$ cat src/rtl/xf100_exu_wbck_arb.sv
// EXU write-back arbiter: one small FIFO per result source, drained by a
// round-robin pick into a registered regfile write port. Also publishes a
// bitmap of destination registers whose results are still in flight so
// decode can stall on RAW/WAW hazards.

// Per-channel result queue holding {rdidx, data}. Pointers carry an extra
// wrap bit so full/empty are told apart without a separate counter.
module xf100_exu_wbck_fifo #(
  parameter int XLEN    = 32,
  parameter int RFIDX_W = 5,
  parameter int DEPTH   = 2
) (
  input  logic                      clk,
  input  logic                      rst,
  input  logic                      push,
  input  logic                      pop,
  input  logic [XLEN-1:0]           push_data,
  input  logic [RFIDX_W-1:0]        push_rdidx,
  output logic                      full,
  output logic                      empty,
  output logic [XLEN-1:0]           head_data,
  output logic [RFIDX_W-1:0]        head_rdidx,
  output logic [(1<<RFIDX_W)-1:0]   pend
);
  localparam int AW = $clog2(DEPTH);
  localparam int EW = RFIDX_W + XLEN;

  logic [AW:0]                 wr_ptr_q, wr_ptr_d;
  logic [AW:0]                 rd_ptr_q, rd_ptr_d;
  logic [DEPTH-1:0][EW-1:0]    mem_q, mem_d;
  logic [AW:0]                 cnt;
  logic [AW-1:0]               off;

  assign full  = (wr_ptr_q[AW] != rd_ptr_q[AW]) &&
                 (wr_ptr_q[AW-1:0] == rd_ptr_q[AW-1:0]);
  assign empty = (wr_ptr_q == rd_ptr_q);
  assign cnt   = wr_ptr_q - rd_ptr_q;
  assign {head_rdidx, head_data} = mem_q[rd_ptr_q[AW-1:0]];

  // Next pointers/storage; push and pop are independent, so a same-cycle
  // push+pop leaves the occupancy unchanged.
  always_comb begin
    wr_ptr_d = wr_ptr_q;
    rd_ptr_d = rd_ptr_q;
    mem_d    = mem_q;
    if (push) begin
      mem_d[wr_ptr_q[AW-1:0]] = {push_rdidx, push_data};
      wr_ptr_d = wr_ptr_q + (AW+1)'(1);
    end
    if (pop) begin
      rd_ptr_d = rd_ptr_q + (AW+1)'(1);
    end
  end

  // Destination bitmap of the occupied slots; x0 never counts as pending.
  always_comb begin
    pend = '0;
    off  = '0;
    for (int k = 0; k < DEPTH; k++) begin
      off = AW'(k) - rd_ptr_q[AW-1:0];
      if ({1'b0, off} < cnt) pend[mem_q[k][EW-1 -: RFIDX_W]] = 1'b1;
    end
    pend[0] = 1'b0;
  end

  // Queue state registers.
  always_ff @(posedge clk or posedge rst) begin
    if (rst) begin
      wr_ptr_q <= '0;
      rd_ptr_q <= '0;
      mem_q    <= '0;
    end else begin
      wr_ptr_q <= wr_ptr_d;
      rd_ptr_q <= rd_ptr_d;
      mem_q    <= mem_d;
    end
  end
endmodule

module xf100_exu_wbck_arb #(
  parameter int NCH     = 2,
  parameter int XLEN    = 32,
  parameter int RFIDX_W = 5,
  parameter int DEPTH   = 2
) (
  input  logic                       clk,
  input  logic                       rst,
  input  logic [NCH-1:0]             wbck_i_valid,
  output logic [NCH-1:0]             wbck_i_ready,
  input  logic [NCH*XLEN-1:0]        wbck_i_data,
  input  logic [NCH*RFIDX_W-1:0]     wbck_i_rdidx,
  output logic                       wbck_o_wbck_en,
  output logic [XLEN-1:0]            wbck_o_wbck_data,
  output logic [RFIDX_W-1:0]         wbck_o_wbck_rdidx,
  output logic [$clog2(NCH):0]       wbck_o_ch,
  output logic [(1<<RFIDX_W)-1:0]    wbck_o_pend
);
  // rr needs at least one bit even when there is a single channel.
  localparam int RRW  = (NCH > 1) ? $clog2(NCH) : 1;
  localparam int CHW  = $clog2(NCH) + 1;
  localparam int NREG = 1 << RFIDX_W;

  logic [NCH-1:0]                full, empty, push, pop;
  logic [NCH-1:0][XLEN-1:0]      hd_data;
  logic [NCH-1:0][RFIDX_W-1:0]   hd_rdidx;
  logic [NCH-1:0][NREG-1:0]      ch_pend;

  logic [RRW-1:0]                rr_q, rr_d;
  logic [RRW-1:0]                cand, gnt_idx;
  logic                          gnt_vld;

  logic                          en_q, en_d;
  logic [XLEN-1:0]               data_q, data_d;
  logic [RFIDX_W-1:0]            rdidx_q, rdidx_d;
  logic [CHW-1:0]                ch_q, ch_d;

  // Ready is purely state-based: a full queue refuses even if it is
  // drained this very cycle.
  assign wbck_i_ready = ~full;
  assign push         = wbck_i_valid & ~full;

  for (genvar c = 0; c < NCH; c++) begin : g_ch
    xf100_exu_wbck_fifo #(
      .XLEN(XLEN), .RFIDX_W(RFIDX_W), .DEPTH(DEPTH)
    ) u_fifo (
      .clk        (clk),
      .rst        (rst),
      .push       (push[c]),
      .pop        (pop[c]),
      .push_data  (wbck_i_data[c*XLEN +: XLEN]),
      .push_rdidx (wbck_i_rdidx[c*RFIDX_W +: RFIDX_W]),
      .full       (full[c]),
      .empty      (empty[c]),
      .head_data  (hd_data[c]),
      .head_rdidx (hd_rdidx[c]),
      .pend       (ch_pend[c])
    );
  end

  // Round-robin pick: scan from rr upward, wrapping, first non-empty wins;
  // the winner's successor gets top priority next time.
  always_comb begin
    gnt_vld = 1'b0;
    gnt_idx = '0;
    cand    = '0;
    pop     = '0;
    rr_d    = rr_q;
    for (int i = 0; i < NCH; i++) begin
      cand = RRW'((int'(rr_q) + i) % NCH);
      if (!gnt_vld && !empty[cand]) begin
        gnt_vld   = 1'b1;
        gnt_idx   = cand;
        pop[cand] = 1'b1;
        rr_d      = RRW'((int'(cand) + 1) % NCH);
      end
    end
  end

  // Output stage: x0 results are consumed but never enable a write; with
  // no grant the payload holds and only the enable drops.
  always_comb begin
    en_d    = 1'b0;
    data_d  = data_q;
    rdidx_d = rdidx_q;
    ch_d    = ch_q;
    if (gnt_vld) begin
      en_d    = |hd_rdidx[gnt_idx];
      data_d  = hd_data[gnt_idx];
      rdidx_d = hd_rdidx[gnt_idx];
      ch_d    = CHW'(gnt_idx);
    end
  end

  // Pending bitmap: anything queued plus the write currently presented.
  always_comb begin
    wbck_o_pend = '0;
    for (int c = 0; c < NCH; c++) wbck_o_pend = wbck_o_pend | ch_pend[c];
    if (en_q) wbck_o_pend[rdidx_q] = 1'b1;
    wbck_o_pend[0] = 1'b0;
  end

  // Arbiter pointer and registered write port.
  always_ff @(posedge clk or posedge rst) begin
    if (rst) begin
      rr_q    <= '0;
      en_q    <= 1'b0;
      data_q  <= '0;
      rdidx_q <= '0;
      ch_q    <= '0;
    end else begin
      rr_q    <= rr_d;
      en_q    <= en_d;
      data_q  <= data_d;
      rdidx_q <= rdidx_d;
      ch_q    <= ch_d;
    end
  end

  assign wbck_o_wbck_en    = en_q;
  assign wbck_o_wbck_data  = data_q;
  assign wbck_o_wbck_rdidx = rdidx_q;
  assign wbck_o_ch         = ch_q;
endmodule

$ cat config.mk
export PLATFORM = sky130hd
export DESIGN_NAME = xf100_exu_wbck_arb
export DESIGN_NICKNAME = d
export VERILOG_FILES = /design/src/rtl/xf100_exu_wbck_arb.sv
export SDC_FILE = /design/constraint.sdc
export NUM_CORES = 1
export LEC_CHECK = 0
export CAP_MARGIN = 5
export CORE_ASPECT_RATIO = 0.5
export CORE_MARGIN = 3
export CORE_UTILIZATION = 55
export DETAILED_ROUTE_END_ITERATION = 8
export PLACE_DENSITY = 0.78
export SETUP_SLACK_MARGIN = 0.2
export SYNTH_ARGS = -nofsm -noshare
export SYNTH_HDL_FRONTEND = slang
export SYNTH_SLANG_ARGS = --single-unit
$ cat constraint.sdc
create_clock -name clk -period 8.5 [get_ports clk]
set_input_delay 1.7 -clock clk [delete_from_list [all_inputs] [get_ports clk]]
set_output_delay 1.7 -clock clk [all_outputs]
set_load 0.02 [all_outputs]
==> results.json <==
{
  "clock-sinks": 196,
  "chipHeight_um": 102,
  "vias": 7923,
  "gp_congestion": 0.909,
  "worst-path-buf-inv": 4,
  "htree_levels": 4,
  "cp_top_family": "buffers and inverters",
  "route.detailed.drc": 0,
  "cts_tree": "built",
  "fin_nets": 1076,
  "synth-main-ff-cell": "dfrtp_1",
  "total_power_mw": 6.38,
  "yosys-top-cells-area": "dfrtp_1, mux2_2, mux2i_1",
  "grt_pass1_wl_um": 45200,
  "ant_nets": 0,
  "postCtsHoldBufs": 0,
  "synth_area_per_cell_um2": 11.5,
  "crit_slowest_cell": "buf_4",
  "crit_required_ns": 6.80,
  "syn_inst": 881,
  "syn2layout_area_growth_pct": 22.1,
  "drt-initial-drc-count": 581,
  "finClkSkew_ns": 0.0165,
  "period_share_pct": 60.6,
  "clk_latency_ns": 0.43,
  "drv_cap": 0,
  "worstMarginPinSlew_ns": 1.04,
  "yosysWarnings": 0,
  "fin_util_pct": 69.9,
  "yosysSeqAreaShare_pct": 48.4,
  "synthDistinctLibCells": 47,
  "grt_use_total_pct": 28.9,
  "core_um2": 17700,
  "cp.arrival_ns": 3.45,
  "dieArea_um2": 20200,
  "cp-end-kind": "output port",
  "fin_crit_ns": 5.15,
  "maxSlewViolCount": 0,
  "finalSetupTns_ns": 0,
  "hold_violations": 0,
  "wire_per_inst_um": 23.3,
  "synth.top_cell.area_share_pct": 48.4,
  "synth_seq_cells": 196,
  "rows": 34,
  "chipWidth_um": 198,
  "synth_edf_count": 0,
  "ioPinCount": 152,
  "fin_ws_ns": 3.35,
  "antenna_found_initial": 0,
  "async_reset_ff_share_pct": 100,
  "drive_gt1_share_pct": 20.6,
  "cp_slowest_stage_delay_ns": 0.59,
  "p_per_area_nw_per_um2": 516,
  "peakVddDrop_mv": 0.328,
  "grt_overflow": 0,
  "cts_root_buf": "clkbuf_16",
  "routed_wl_um": 28800,
  "layoutNonFillerInstCount": 1239,
  "dp_slack_ns": 3.81,
  "clk_pin_slew_ns": 0.07,
  "setup_viol": 0,
  "cp-start-kind": "register",
  "slew_headroom_pct": 30.9,
  "yosysMostFrequentCell": "dfrtp_1",
  "syn-cell-area_um2": 10100,
  "grt_max_degree": 117,
  "hold_class": "register to register",
  "hpwl_um": 19300,
  "post_cts_resized": 0,
  "max_freq_ghz": 0.194,
  "yosys.area.top_type": "dfrtp_1",
  "portBuffers": 149,
  "cp_max_fo": 42,
  "critical_path.cell_chain": "buf_4 -> inv_1 -> ha_1 -> inv_1 -> a21boi_0 -> a22oi_1 -> o21ai_0 -> a221o_1 -> clkdlybuf4s50_1",
  "grt_pass1_vias": 8019,
  "rsz0062_at_grt": "no",
  "cts_setup_buffers": 0,
  "cts_max_path_buffers": 2,
  "avgViaCountPerCell": 6.39,
  "cpMostUsedCell": "inv_1",
  "crit_type": "register to output port",
  "synth_common_cells": "dfrtp_1, mux2_2, mux2i_1",
  "power_leakage_nw": 5.15,
  "dp_cells": 1207,
  "firstDrtPassIters": 5,
  "cts_buffers": 17,
  "initial_utilization_pct": 57.2,
  "antennaDiodeCount": 0,
  "status": "complete, no violations"
}
[worst paths after layout]
kind	slack (ns)	from	end	cells after the start
worst max-delay path	3.35	g_ch[0].u_fifo.rd_ptr_q[0]	wbck_o_pend[28]	9
worst min-delay path	0.51	g_ch[0].u_fifo.mem_q[29]	g_ch[0].u_fifo.mem_q[29]	1
worst max register to register	4.98	g_ch[0].u_fifo.rd_ptr_q[0]	wbck_o_wbck_data[31]	8
worst min register to register	0.51	g_ch[0].u_fifo.mem_q[29]	g_ch[0].u_fifo.mem_q[29]	1
max in group asynchronous	5.09	rst	g_ch[1].u_fifo.rd_ptr_q[0]	3
min in group asynchronous	1.83	rst	wbck_o_wbck_data[27]	2
[state kept, by name (all words and copies together) (netlist names)]
signal and cells:
g_ch.u_fifo.mem_q 148, wbck_o_wbck_rdidx 5, g_ch.u_fifo.rd_ptr_q 4, rr_q 1, wbck_o_ch 1, wbck_o_wbck_data 32
wbck_o_wbck_en 1, g_ch.u_fifo.wr_ptr_q 4
[routing by layer]
| layer | wire, um | part of all wire, % | GRT usage (%) |
|---|---|---|---|
| met1 | 12500 | 43 | 37.5 |
| met4 | 522 | 1.8 | 6.68 |
| met3 | 1310 | 4.6 | 4.78 |
| met2 | 14500 | 50 | 51.9 |
| met5 | 0 | 0 | 0 |
[placed cells by master (no fill, tap or decap), drive strengths merged, types with 13 or more instances in the layout]
master,netlist,final
a21oi,42,42
a221o,23,23
a32o,35,35
clkbuf,41,18
clkdlybuf4s50,0,149
dfrtp,196,196
inv,10,18
mux2,151,151
mux2i,72,72
nand2,71,71
nand3b,13,13
nor2,23,23
o21ai,38,38
o221ai,20,20
o22ai,14,14
[through the flow]
stage                     hold WS (ns)  cell area (um^2)
after floorplan                  0.479             10100
after global placement           0.487             11700
after detailed placement         0.493             11700
after CTS                        0.511             12400
after global routing             0.515             12400
final                            0.508             12400
[power breakdown]
part / internal (mW) / switching [mW]
logic: 1.65 / 1.99
registers: 1.45 / 0.456
clock network: 0.451 / 0.385
total: 3.55 / 2.83
[cell families after synthesis]
| group | Yosys count | share of synthesized area [%] |
|---|---|---|
| adders and majority gates | 6 | 0.742 |
| and+or+nand+nor | 183 | 9.28 |
| DFF | 196 | 48.4 |
| buffers and inverters | 77 | 3.15 |
| AOI/OAI and AO/OA | 183 | 13.1 |
| muxes | 223 | 23.9 |
| other | 1 | 0.0370 |
| xor gates and xnor gates | 12 | 1.31 |
[area by class of cell]
cell class / instances / area, um^2
Clock inverter: 14 / 186
Tap cell: 234 / 293
Timing Repair Buffer: 158 / 1560
Fill cell: 1236 / 5330
Clock buffer: 18 / 429
Inverter: 10 / 45.0
Sequential cell: 196 / 4910
Multi-Input combinational cell: 609 / 4940
(Power assumes the default switching activity.)
